### src/rtl/trap_ctrl_pkg.sv
// Shared constants for the trap sequencer: CSR addresses, cause codes,
// FSM state encodings and stall patterns.
package trap_ctrl_pkg;

  localparam logic [2:0] S_IDLE      = 3'd0;
  localparam logic [2:0] S_W_MEPC    = 3'd1;
  localparam logic [2:0] S_W_MCAUSE  = 3'd2;
  localparam logic [2:0] S_W_MSTATUS = 3'd3;
  localparam logic [2:0] S_R_MSTATUS = 3'd4;
  localparam logic [2:0] S_JUMP      = 3'd5;

  localparam logic [11:0] CSR_MSTATUS = 12'h300;
  localparam logic [11:0] CSR_MEPC    = 12'h341;
  localparam logic [11:0] CSR_MCAUSE  = 12'h342;

  localparam logic [31:0] CAUSE_ECALL = 32'd11;
  localparam logic [31:0] CAUSE_EXT   = 32'h8000_000B;
  localparam logic [31:0] CAUSE_SW    = 32'h8000_0003;
  localparam logic [31:0] CAUSE_TIMER = 32'h8000_0007;

  // bit 0 = PC hold ... bit 5 = WB hold
  localparam logic [5:0] STALL_NONE = 6'b000000;
  localparam logic [5:0] STALL_ID   = 6'b000111;
  localparam logic [5:0] STALL_EXE  = 6'b001111;
  localparam logic [5:0] STALL_MEM  = 6'b011111;
  localparam logic [5:0] STALL_TRAP = 6'b000001;

  localparam int MSTATUS_MIE  = 3;
  localparam int MSTATUS_MPIE = 7;
  localparam int MIE_MSIE     = 3;
  localparam int MIE_MTIE     = 7;
  localparam int MIE_MEIE     = 11;

endpackage

### src/rtl/trap_ctrl_irq_prio.sv
// Combinational event priority encoder: mret > ecall > ext > sw > timer,
// gated by the qualification from the sequencer.
module irq_prio
  import trap_ctrl_pkg::*;
(
  input  logic        qual_i,
  input  logic        exe_mret_i,
  input  logic        exe_ecall_i,
  input  logic        irq_ext_i,
  input  logic        irq_sw_i,
  input  logic        irq_timer_i,
  input  logic        mie_global_i,
  input  logic        meie_i,
  input  logic        msie_i,
  input  logic        mtie_i,
  output logic        take_o,
  output logic        is_int_o,
  output logic        is_mret_o,
  output logic [31:0] cause_o
);

  always_comb begin
    take_o    = 1'b0;
    is_int_o  = 1'b0;
    is_mret_o = 1'b0;
    cause_o   = '0;
    if (qual_i) begin
      if (exe_mret_i) begin
        take_o    = 1'b1;
        is_mret_o = 1'b1;
      end else if (exe_ecall_i) begin
        take_o  = 1'b1;
        cause_o = CAUSE_ECALL;
      end else if (mie_global_i) begin
        if (irq_ext_i && meie_i) begin
          take_o   = 1'b1;
          is_int_o = 1'b1;
          cause_o  = CAUSE_EXT;
        end else if (irq_sw_i && msie_i) begin
          take_o   = 1'b1;
          is_int_o = 1'b1;
          cause_o  = CAUSE_SW;
        end else if (irq_timer_i && mtie_i) begin
          take_o   = 1'b1;
          is_int_o = 1'b1;
          cause_o  = CAUSE_TIMER;
        end
      end
    end
  end

endmodule

### src/rtl/trap_ctrl.sv
// Pipeline stall merge plus the trap/mret sequencer that writes mepc,
// mcause and mstatus through a dedicated CSR port and redirects the PC.
module trap_ctrl
  import trap_ctrl_pkg::*;
#(
  parameter int DATA_WIDTH     = 32,
  parameter int ADDR_WIDTH     = 32,
  parameter int CSR_ADDR_WIDTH = 12,
  parameter int VECTORED       = 0
) (
  input  logic                      clk_i,
  input  logic                      rst_i,
  input  logic                      stallreq_id_i,
  input  logic                      stallreq_exe_i,
  input  logic                      stallreq_mem_i,
  input  logic                      irq_ext_i,
  input  logic                      irq_sw_i,
  input  logic                      irq_timer_i,
  input  logic [DATA_WIDTH-1:0]     mstatus_i,
  input  logic [DATA_WIDTH-1:0]     mie_i,
  input  logic [DATA_WIDTH-1:0]     mtvec_i,
  input  logic [DATA_WIDTH-1:0]     mepc_i,
  input  logic                      exe_valid_i,
  input  logic                      exe_ecall_i,
  input  logic                      exe_mret_i,
  input  logic [ADDR_WIDTH-1:0]     exe_inst_addr_i,
  output logic [5:0]                stall_o,
  output logic                      flush_interrupt_o,
  output logic                      csr_we_o,
  output logic [CSR_ADDR_WIDTH-1:0] csr_waddr_o,
  output logic [DATA_WIDTH-1:0]     csr_wdata_o,
  output logic                      redirect_o,
  output logic [ADDR_WIDTH-1:0]     redirect_pc_o,
  output logic                      busy_o
);

  function automatic logic [DATA_WIDTH-1:0] mstatus_on_trap(input logic [DATA_WIDTH-1:0] s);
    logic [DATA_WIDTH-1:0] r;
    r               = s;
    r[MSTATUS_MPIE] = s[MSTATUS_MIE];
    r[MSTATUS_MIE]  = 1'b0;
    return r;
  endfunction

  function automatic logic [DATA_WIDTH-1:0] mstatus_on_mret(input logic [DATA_WIDTH-1:0] s);
    logic [DATA_WIDTH-1:0] r;
    r               = s;
    r[MSTATUS_MIE]  = s[MSTATUS_MPIE];
    r[MSTATUS_MPIE] = 1'b1;
    return r;
  endfunction

  logic [2:0]            state_q;
  logic                  idle;
  logic                  qual;
  logic                  take;
  logic                  is_int;
  logic                  is_mret;
  logic [31:0]           cause;
  logic [31:0]           cause_q;
  logic [ADDR_WIDTH-1:0] trap_base;
  logic [ADDR_WIDTH-1:0] trap_target;
  logic                  unused_ok;

  assign idle = (state_q == S_IDLE);
  assign qual = idle && exe_valid_i && !(stallreq_id_i || stallreq_exe_i || stallreq_mem_i);

  irq_prio u_irq_prio (
    .qual_i       (qual),
    .exe_mret_i   (exe_mret_i),
    .exe_ecall_i  (exe_ecall_i),
    .irq_ext_i    (irq_ext_i),
    .irq_sw_i     (irq_sw_i),
    .irq_timer_i  (irq_timer_i),
    .mie_global_i (mstatus_i[MSTATUS_MIE]),
    .meie_i       (mie_i[MIE_MEIE]),
    .msie_i       (mie_i[MIE_MSIE]),
    .mtie_i       (mie_i[MIE_MTIE]),
    .take_o       (take),
    .is_int_o     (is_int),
    .is_mret_o    (is_mret),
    .cause_o      (cause)
  );

  assign unused_ok = ^{mie_i[DATA_WIDTH-1:12], mie_i[10:8], mie_i[6:4], mie_i[2:0],
                       mtvec_i[1:0], is_int};

  always_comb begin
    stall_o = STALL_NONE;
    if (!idle)               stall_o = STALL_TRAP;
    else if (stallreq_mem_i) stall_o = STALL_MEM;
    else if (stallreq_exe_i) stall_o = STALL_EXE;
    else if (stallreq_id_i)  stall_o = STALL_ID;
  end

  // The trapped EXE instruction is squashed in its detect cycle.
  assign flush_interrupt_o = take || !idle;
  assign busy_o            = !idle;

  assign trap_base   = {mtvec_i[ADDR_WIDTH-1:2], 2'b00};
  assign trap_target = ((VECTORED != 0) && cause_q[31])
                       ? trap_base + {cause_q[ADDR_WIDTH-3:0], 2'b00}
                       : trap_base;

  // cause latch (data only, no reset)
  always_ff @(posedge clk_i) begin
    if (idle && take) cause_q <= cause;
  end

  // sequencer: registered CSR port and redirect
  always_ff @(posedge clk_i) begin
    if (rst_i) begin
      state_q       <= S_IDLE;
      csr_we_o      <= 1'b0;
      csr_waddr_o   <= '0;
      csr_wdata_o   <= '0;
      redirect_o    <= 1'b0;
      redirect_pc_o <= '0;
    end else begin
      unique case (state_q)
        S_IDLE: begin
          if (take && is_mret) begin
            state_q     <= S_R_MSTATUS;
            csr_we_o    <= 1'b1;
            csr_waddr_o <= CSR_ADDR_WIDTH'(CSR_MSTATUS);
            csr_wdata_o <= mstatus_on_mret(mstatus_i);
          end else if (take) begin
            state_q     <= S_W_MEPC;
            csr_we_o    <= 1'b1;
            csr_waddr_o <= CSR_ADDR_WIDTH'(CSR_MEPC);
            csr_wdata_o <= DATA_WIDTH'(exe_inst_addr_i);
          end
        end
        S_W_MEPC: begin
          state_q     <= S_W_MCAUSE;
          csr_waddr_o <= CSR_ADDR_WIDTH'(CSR_MCAUSE);
          csr_wdata_o <= DATA_WIDTH'(cause_q);
        end
        S_W_MCAUSE: begin
          state_q     <= S_W_MSTATUS;
          csr_waddr_o <= CSR_ADDR_WIDTH'(CSR_MSTATUS);
          csr_wdata_o <= mstatus_on_trap(mstatus_i);
        end
        S_W_MSTATUS: begin
          state_q       <= S_JUMP;
          csr_we_o      <= 1'b0;
          redirect_o    <= 1'b1;
          redirect_pc_o <= trap_target;
        end
        S_R_MSTATUS: begin
          state_q       <= S_JUMP;
          csr_we_o      <= 1'b0;
          redirect_o    <= 1'b1;
          redirect_pc_o <= ADDR_WIDTH'(mepc_i);
        end
        S_JUMP: begin
          state_q    <= S_IDLE;
          redirect_o <= 1'b0;
        end
        default: begin
          state_q    <= S_IDLE;
          csr_we_o   <= 1'b0;
          redirect_o <= 1'b0;
        end
      endcase
    end
  end

endmodule

### config.mk
export PLATFORM = sky130hd
export DESIGN_NAME = trap_ctrl
export DESIGN_NICKNAME = d
export VERILOG_FILES = /design/src/rtl/trap_ctrl_pkg.sv /design/src/rtl/trap_ctrl_irq_prio.sv /design/src/rtl/trap_ctrl.sv
export SDC_FILE = /design/constraint.sdc
export NUM_CORES = 1
export LEC_CHECK = 0
export CORE_UTILIZATION = 35
export CTS_BUF_LIST = sky130_fd_sc_hd__clkbuf_2
export DETAILED_ROUTE_END_ITERATION = 10
export GPL_ROUTABILITY_DRIVEN = 0
export MAX_ROUTING_LAYER = met4
export PLACE_DENSITY = 0.7
export SKIP_CTS_REPAIR_TIMING = 1
export SLEW_MARGIN = 30
export SYNTH_ARGS = -nofsm -noshare
export SYNTH_HDL_FRONTEND = slang
export SYNTH_HIERARCHICAL = 1
export SYNTH_SLANG_ARGS = --single-unit
### constraint.sdc
create_clock -name clk_i -period 5.7 [get_ports clk_i]
set_input_delay 1.14 -clock clk_i [delete_from_list [all_inputs] [get_ports clk_i]]
set_output_delay 1.14 -clock clk_i [all_outputs]
set_load 0.05 [all_outputs]
After elaboration in Yosys (flattened, before gate mapping) --
Index checks and enable logic that the tools add are counted. W data, S select, Z words.
Storage, ports and cells: output and inout port bits 86, bits of input ports 171, register bits 113, word-level logic and storage cells 73
Cells by class: equal/unequal tests 6, reductions and logical operators 23, multiplexer cells 32, bitwise gates (word level) 3
Operators with widths (count):
- $mux W32 | 5
- $pmux W32 S3 | 1
- $pmux W32 S2 | 1
- $pmux W12 S3 | 1
- $mux W12 | 2
- $mux W4 | 3
- $pmux W3 S4 | 1
- $mux W1 | 11
- $mux W5 | 2
- $mux W3 | 3
- $logic_and A1 B1 Y1 | 7
- $eq A3 B2 Y1 const B | 2
- $eq A3 B3 Y1 const B | 2
- $reduce_or A3 Y1 | 2
- $reduce_or A6 Y1 | 1
- $pmux W1 S2 | 2
- $reduce_and A2 Y1 | 2
- $reduce_or A2 Y1 | 2
- $reduce_or A4 Y1 | 1
- $eq A3 B1 Y1 const B | 1
- $logic_not A3 Y1 | 1
- $logic_or A1 B1 Y1 | 3
- $ne A3 B1 Y1 const B | 1
- $not A1 Y1 | 3
- 3 further kinds | 4

Longest topological paths before layout --
Gate-level depths: netlist (run 1).
word-level depth 11, mapped depth 12, depth with buffers taken out 8

Hierarchy --
The synthesis (run 1) kept the hierarchy.
Modules (own cells, without submodules):
- trap_ctrl | seq. area each 2422.3 um^2, instances 1, area an instance 5207.5 um^2, cells each 543
- irq_prio | seq. area each 0.0 um^2, instances 1, area an instance 324.1 um^2, cells each 46

Worst setup path after synthesis (run 1) --
OpenSTA, ideal clock, no wires.
path kind reg-to-output, start point register state_q[2], end point output stall_o[2], setup slack 2.143 ns, stages on the path, launching flop included 7, data arrival time 2.417 ns, required time 4.560 ns, buffers on the path 3, cells stage by stage dfxtp_1 -> buf_4 -> buf_2 -> nor3_1 -> inv_1 -> nor2_1 -> buf_4
On the way: cells in the longest elaborated chain, start to end 2
RTL lines:
- start, declared | line trap_ctrl.sv:53 | logic [2:0] state_q;
- start signal, assigned | line trap_ctrl.sv:113 | state_q <= S_IDLE;
- start signal, assigned | line trap_ctrl.sv:123 | state_q <= S_R_MSTATUS;
- start signal, assigned | line trap_ctrl.sv:128 | state_q <= S_W_MEPC;
- $logic_not A3 Y1 | line trap_ctrl.sv:65 | assign idle = (state_q == S_IDLE);
- $mux W5 | line trap_ctrl.sv:90 | if (!idle) stall_o = STALL_TRAP;
- end, declared | line trap_ctrl.sv:27 | output logic [5:0] stall_o,
Every way passes these cells.

Final worst setup path (run 1) --
start point input stallreq_mem_i, end point output flush_interrupt_o
On the way: cells in the longest elaborated chain, start to end 5
RTL lines:
- start, declared | line trap_ctrl.sv:15 | input logic stallreq_mem_i,
- $logic_or A1 B1 Y1 | line trap_ctrl.sv:66 | assign qual = idle && exe_valid_i && !(stallreq_id_i || stallreq_exe_i || stallreq_mem_i);
- $logic_not A1 Y1 | line trap_ctrl.sv:66
- $logic_and A1 B1 Y1 | line trap_ctrl.sv:66
- named net qual | line trap_ctrl.sv:55 | logic qual;
- $mux W1 | line trap_ctrl_irq_prio.sv:27 | if (qual_i) begin
- named net take | line trap_ctrl.sv:56 | logic take;
- $logic_or A1 B1 Y1 | line trap_ctrl.sv:97 | assign flush_interrupt_o = take || !idle;
- end, declared | line trap_ctrl.sv:28 | output logic flush_interrupt_o,
The timed path passes the listed nets, and every way through them passes these cells.

==> results.toml, run 1 <==
[routing]
ant_nets = 0
drc = 0
dr.pass1.iters = 5
wl_per_cell_um = 17.4
drtIter0Drc = 318
vias = 5085
routed_via_density = 5.17
wl_um = 17100

[worst_setup_path]
r2r-end = "csr_wdata_o[23]"
worst-r2r-cell-count = 10
crit_end = "flush_interrupt_o"
rrSetupSlack_ns = 2.38
crit_start = "stallreq_mem_i"
cp_max_fo = 10
worstPathRequired_ns = 4.56
rr_startpoint = "state_q[2]"
critPathLaunchType = "primary input"
critical_path_class = "in2out"
cp-end-kind = "primary output"
crit_arrival_ns = 3.67

[timing]
skew_ns = 0.0215
max_freq_mhz = 208
hold_viol = 0
worst_slew_pin_slew_ns = 0.850
rsz0062_at_grt = "false"
maxSlewHeadroom = 0.432
period_share = 0.844
setup_tns_ns = 0
fin_crit_ns = 4.81
setup_viol = 0
hold_slack_ns = 0.494
final-max-slew-violation-count = 0

[cells_and_area]
layout-drive-gt1-share = 0.0870
multi_input_area_mm2 = 0.00254
nets = 936
syn2layout_area_growth_pct = 39.0
regArea_mm2 = 0.00243
nFillCells = 1446

[synthesis]
synth_edf_count = 32
ys_warn_count = 6
synth_cell_type_count = 40
syn_area_per_cell_um2 = 9.39
postSynthCellCount = 589
synth_flop_cell = "dfxtp_1"
syn_area_mm2 = 0.00553
async_reset_ff_frac = 0
ys_ff_latch = 105
yosysSeqAreaShare = 0.438

[placement]
numPortBuffers = 217
dpl.hpwl_um = 11100

[clocking]
cts.sinks = 105
cts_tree = "built"
cts-root-buf = "clkbuf_2"
cts_buffers = 9
clk_latency_ns = 0.62
clockBufferDepth = 2
clkTransAtPathRegs_ns = 0.26
htreeDepth = 3

[global_route]
antenna_found_initial = 1
track_usage = 0.216
grt_pass1_wl_um = 26500
overflow = 0
grt_pass1_vias = 5123
grt_max_degree = 75

[hold_path]
holdCritPathClass = "reg2reg"
worstHoldStart = "redirect_pc_o[1]"

[power_and_ir_drop]
pwr_density_cell_mw_per_mm2 = 221
vdd_ir_drop_max_v = 0.000121
leakagePower_nw = 2.93

[floorplanning]
num_io_pins = 257
initial_core_util = 0.361
die_area_mm2 = 0.0163
core-area_mm2 = 0.0153
die_x_um = 128
rows = 45
die_h_um = 128

[run_status]
status = "complete, no violations"

[run]
drv_cap = 0
[state kept, by name, indices dropped and copies added (netlist names)]
signal and cells:
cause_q 32, csr_waddr_o 4, csr_wdata_o 32, csr_we_o 1, redirect_o 1, redirect_pc_o 32, state_q 3
[power by group]
group          total (mW)  leakage [nW]  internal (mW)  switching, mW
Sequential          0.835         0.877          0.813         0.0226
Combinational       0.550          1.99          0.227          0.323
Clock               0.314        0.0661         0.0577          0.257
Total                1.70          2.93           1.10          0.603
[worst min path at each step]
stage | endpoint | slack (ns) | cells after the start
finish | redirect_pc_o[1] | 0.49 | 2
global route | redirect_pc_o[1] | 0.51 | 2
CTS | redirect_pc_o[1] | 0.49 | 2
detailed placement | redirect_pc_o[1] | 0.46 | 2
global placement | redirect_pc_o[1] | 0.46 | 2
floorplan | csr_wdata_o[23] | 0.60 | 2
[cell usage after synthesis, drive strengths merged (5+ instances only)]
cell    number  share of area
o22ai       30          0.034
or3         30          0.034
nand2b       5         0.0057
a211oi      64           0.11
mux2i       31          0.056
a21oi       41          0.037
o21ai        5         0.0045
and2         5         0.0057
clkbuf      25          0.017
edfxtp      32           0.17
inv         32          0.022
nor3         7         0.0081
buf         69          0.089
nor2        83          0.056
o311ai      29          0.046
dfxtp       73           0.26
nand2        6         0.0041
[cells by family (layout without fill, tap and decap cells)]
group	count (synthesis)	in the layout	share of synthesized area
buffers and inverters	126	274	0.128
muxes	33	33	0.0602
AOI/OAI and AO/OA	178	178	0.247
and+or+nand+nor	145	145	0.125
other	2	37	0.00136
DFF	105	105	0.438
[critical path: stages]
cell	delay, ns
clkdlybuf4s50_1	0.48
nor3_1	0.36
and3_1	0.29
o31ai_1	0.09
a31oi_1	0.16
buf_4	0.20
nand2b_1	0.12
clkdlybuf4s50_1	0.82
[per-stage QoR]
stage / util / std cells / area [um2] / power [mW] / setup WS [ns]
floorplan: - / 622 / 5660 / 1.20 / 2.14
global placement: 0.494 / 964 / 7570 / 1.39 / 0.927
detailed placement: 0.495 / 964 / 7580 / 1.40 / 0.944
CTS: 0.500 / 980 / 7660 / 1.72 / 0.922
global route: 0.502 / 983 / 7690 / 1.78 / 0.801
finish: 0.502 / 983 / 7690 / 1.70 / 0.890
[layout make-up]
class,instances,share of cell area
Multi-Input combinational cell,391,0.330
Clock inverter,6,0.00439
Clock buffer,10,0.00651
Sequential cell,105,0.315
Antenna cell,2,0.000651
Inverter,32,0.0156
Tap cell,211,0.0343
Timing Repair Buffer,226,0.293
[placed cells by master (no fill, tap or decap), types with 9 or more instances in the layout]
master,count
o22ai_1,30
edfxtp_1,32
a21oi_1,41
buf_4,9
a211oi_1,36
o311ai_0,24
mux2i_1,31
inv_1,32
clkdlybuf4s50_1,216
clkbuf_2,10
conb_1,35
nor2_1,83
a211oi_2,27
or3_1,30
dfxtp_1,70
[per-layer routing]
metal	up-vias	wire length, um	track usage
li1	2433	-	-
met1	2436	7480	0.255
met2	188	8280	0.361
met3	28	945	0.0434
met4	0	395	0.0851
met5	-	0	-
No activity file was read; power rests on OpenSTA's default activity.
==> run 2: changes to the inputs <==
Clock period 5.7 ns to 4.87 ns, I/O delays scaled along.
==> results.toml, run 2 (synthesis gave the netlist of run 1 again) <==
[timing]
max_freq_mhz = 258
rsz0062_at_grt = "false"
fin_crit_ns = 3.87
period_share = 0.794
hold_viol = 0
setup_viol = 0
worst_slew_pin_slew_ns = 0.795
skew_ns = 0.0250
setup_tns_ns = 0
setup_ws_ns = 1.00
final-max-slew-violation-count = 0
maxSlewHeadroom = 0.470

[run_status]
status = "complete, no violations"

[power_and_ir_drop]
p_switching_uw = 716
vdd_ir_drop_max_v = 0.000141
pwr_density_cell_mw_per_mm2 = 272
leakagePower_nw = 2.96
power_frac_clock = 0.230
seq_power_share = 0.462
pwr-share-comb = 0.307
switching_share = 0.339
p_int_mw = 1.40

[floorplanning]
die_h_um = 128
num_io_pins = 257
rows = 45
die_area_mm2 = 0.0163
initial_core_util = 0.361
core-area_mm2 = 0.0153
die_x_um = 128

[hold_path]
holdCritPathClass = "reg2reg"

[worst_setup_path]
path_buf_inv = 2
rrSetupSlack_ns = 1.65
cp_max_fo = 6
crit_chain = "nor3_1 > inv_1 > nor2_1 > clkdlybuf4s50_1"
crit_path_top_delay_cell = "clkdlybuf4s50_1"
crit_arrival_ns = 2.90
worstPathRequired_ns = 3.90
cp-end-kind = "primary output"
critical_path_class = "reg2out"
cp_slowest_stage_delay_ns = 0.86
cp_top_family = "buffers and inverters"
critPathLaunchType = "flip-flop"

[placement]
place_area_mm2 = 0.00762
preCtsSetupSlack_ns = 0.865
dp_cells = 967
dpl.hpwl_um = 11300
numPortBuffers = 217

[global_route]
grt_pass1_wl_um = 26400
antenna_found_initial = 1
grt_max_degree = 75
grt_pass1_vias = 5058
track_usage = 0.216
overflow = 0

[routing]
drc = 0
wl_um = 17100
ant_nets = 0
vias = 4965
routed_via_density = 5.05
wl_per_cell_um = 17.4
drtIter0Drc = 296
dr.pass1.iters = 4

[run]
drv_cap = 0

[clocking]
clockBufferDepth = 2
clkTransAtPathRegs_ns = 0.26
clk_latency_ns = 0.64
htreeDepth = 3
cts_tree = "built"
cts.sinks = 105
cts-root-buf = "clkbuf_2"
cts_buffers = 9

[cells_and_area]
top_regs = "cause_q x32, csr_wdata_o x32, redirect_pc_o x32"
layout-drive-gt1-share = 0.0881
fin_util = 0.507
fin_cells = 984
finalInstanceArea_mm2 = 0.00777
final_common_cell = "clkdlybuf4s50_1"
syn2layout_area_growth_pct = 40.4
nets = 938
layout_common_cells = "215 x clkdlybuf4s50_1, 83 x nor2_1, 70 x dfxtp_1"
run 2: cell types whose count changed in the layout (fill, tap and decap cells not counted), sizes merged:
cell,previous run,this run
bufinv,0,2
clkinv,4,1
diode,2,1
clkdlybuf4s50,216,215
clkinvlp,0,1
buf,10,13
run 2: power by group through the flow:
| stage | combinational [mW] | sequential [mW] | clock (mW) |
|---|---|---|---|
| final | 0.649 | 0.977 | 0.487 |
| after global placement | 0.640 | 0.991 | 0 |
| after detailed placement | 0.648 | 0.994 | 0 |
| after floorplan | 0.268 | 1.13 | 0 |
| after CTS | 0.652 | 0.977 | 0.505 |
| after global routing | 0.688 | 0.983 | 0.535 |
run 2: per-layer routing:
metal | global-route usage | part of all wire | routed length [um]
met3 | 0.0392 | 0.058 | 997
met5 | - | 0 | 0
met2 | 0.351 | 0.48 | 8280
met4 | 0.0796 | 0.018 | 316
met1 | 0.269 | 0.44 | 7520
run 2: path summary, 6_finish.rpt:
path / start / endpoint / cells after the start
setup / recovery: state_q[2] / stall_o[1] / 4
hold / removal: redirect_pc_o[1] / redirect_pc_o[1] / 2
setup reg to reg: state_q[2] / csr_wdata_o[3] / 10
hold reg to reg: redirect_pc_o[1] / redirect_pc_o[1] / 2
run 2: through the flow:
step	power (mW)	hold slack, ns
after floorplan	1.40	0.596
after global placement	1.63	0.455
after detailed placement	1.64	0.469
after CTS	2.13	0.494
after global routing	2.21	0.529
final	2.11	0.488
run 2: worst min-delay path, cell delays in order (launching register included):
cell	delay, ns
dfxtp_1	0.37
nand3_1	0.06
a21oi_1	0.06
run 2: layout make-up:
cell class	instances	area, um2
Fill cell	1422	7550
Tap cell	211	264
Antenna cell	1	2.50
Inverter	32	120
Multi-Input combinational cell	391	2540
Clock buffer	10	50.0
Sequential cell	105	2430
Clock inverter	6	90.1
Timing Repair Buffer	228	2280
==> run 3: changes to the inputs <==
Settings changed: PLACE_DENSITY 0.7 to 0.73.
Clock period 4.87 ns to 3.5 ns, I/O delays scaled along.
==> results.toml, run 3 (synthesis gave the netlist of run 1 again) <==
[routing]
wl_per_cell_um = 16.5
vias = 4918
drtIter0Drc = 281
dr.pass1.iters = 4
ant_nets = 0
wl_um = 16300
routed_via_density = 4.97
drc = 0

[timing]
hold_viol = 0
setup_viol = 0
worst_slew_pin_slew_ns = 0.744
skew_ns = 0.0221
max_freq_mhz = 306
final-max-slew-violation-count = 0
rsz0062_at_grt = "false"
setup_tns_ns = 0
fin_crit_ns = 3.27
hold_slack_ns = 0.490
maxSlewHeadroom = 0.504
period_share = 0.934

[global_route]
antenna_found_initial = 1
grt_pass1_wl_um = 25200
track_usage = 0.207
grt_max_degree = 75
grt_pass1_vias = 4747
overflow = 0

[cells_and_area]
final_common_cell = "clkdlybuf4s50_1"
top_regs = "cause_q x32, csr_wdata_o x32, redirect_pc_o x32"
nets = 943
layout-drive-gt1-share = 0.0965
fin_util = 0.509
layout_common_cells = "213 x clkdlybuf4s50_1, 83 x nor2_1, 70 x dfxtp_1"
nFillCells = 1454
multi_input_area_mm2 = 0.00254
syn2layout_area_growth_pct = 40.9
regArea_mm2 = 0.00243
fin_cells = 989

[power_and_ir_drop]
switching_share = 0.345
p_int_mw = 1.87
seq_power_share = 0.474
p_switching_uw = 988
vdd_ir_drop_max_v = 0.000189
pwr_density_cell_mw_per_mm2 = 367
power_frac_clock = 0.211
leakagePower_nw = 2.98
p_total_mw = 2.86
pwr-share-comb = 0.315

[floorplanning]
rows = 45
die_area_mm2 = 0.0163
initial_core_util = 0.361
die_x_um = 128
core-area_mm2 = 0.0153
num_io_pins = 257
die_h_um = 128

[worst_setup_path]
rr_startpoint = "state_q[2]"
worstPathRequired_ns = 2.80
critical_path_class = "in2out"
cp_max_fo = 9
cp-end-kind = "primary output"
crit_arrival_ns = 2.57
crit_start = "stallreq_mem_i"
critPathLaunchType = "primary input"
worst-r2r-cell-count = 10

[placement]
numPortBuffers = 217
dpl.hpwl_um = 10500
dp_cells = 972

[clocking]
clkTransAtPathRegs_ns = 0.31
cts.sinks = 105
cts-root-buf = "clkbuf_2"
cts_tree = "built"
clockBufferDepth = 2
htreeDepth = 3
clk_latency_ns = 0.61
cts_buffers = 9

[run]
drv_cap = 0

[hold_path]
hold_depth = 2
worstHoldStart = "redirect_pc_o[1]"
holdCritPathClass = "reg2reg"

[run_status]
status = "complete, no violations"
-- run 3: cell type report --
type                            count  area share
Multi-Input combinational cell    391       0.325
Tap cell                          211      0.0339
Antenna cell                        1    0.000321
Clock inverter                      7     0.00963
Clock buffer                        9     0.00578
Timing Repair Buffer              233       0.298
Inverter                           32      0.0154
Sequential cell                   105       0.311
-- run 3: worst paths after layout --
kind,endpoint,slack (ns)
hold reg to reg,redirect_pc_o[1],0.49
setup / recovery,flush_interrupt_o,0.23
hold / removal,redirect_pc_o[1],0.49
setup reg to reg,csr_wdata_o[18],1.00
-- run 3: power groups by stage --
| stage | Combinational (mW) | Sequential [mW] | Clock (mW) |
|---|---|---|---|
| floorplan | 0.373 | 1.58 | 0 |
| global placement | 0.895 | 1.38 | 0 |
| detailed placement | 0.900 | 1.38 | 0 |
| CTS | 0.905 | 1.36 | 0.641 |
| global route | 0.957 | 1.37 | 0.691 |
| finish | 0.900 | 1.36 | 0.605 |
-- run 3: routing by layer --
layer / vias to the layer above / global-route usage / share of wire
li1: 2447 / - / -
met1: 2287 / 0.264 / 0.47
met2: 164 / 0.326 / 0.46
met3: 20 / 0.0559 / 0.062
met4: 0 / 0.0512 / 0.013
met5: - / - / 0
-- run 3: worst max-delay path, cell delays in order --
cell and delay (ns):
clkdlybuf4s50_1 0.43, nor3_1 0.35, and3_1 0.29, o31ai_1 0.09, a31oi_1 0.20, buf_4 0.20
nand2b_1 0.16, buf_12 0.15
-- run 3: metrics by stage --
stage                     worst slack [ns]  instance area, um2
final                                0.230                7790
after global routing                0.0371                7790
after CTS                           0.0396                7780
after detailed placement             0.214                7660
after global placement               0.226                7660
after floorplan                      0.383                5660
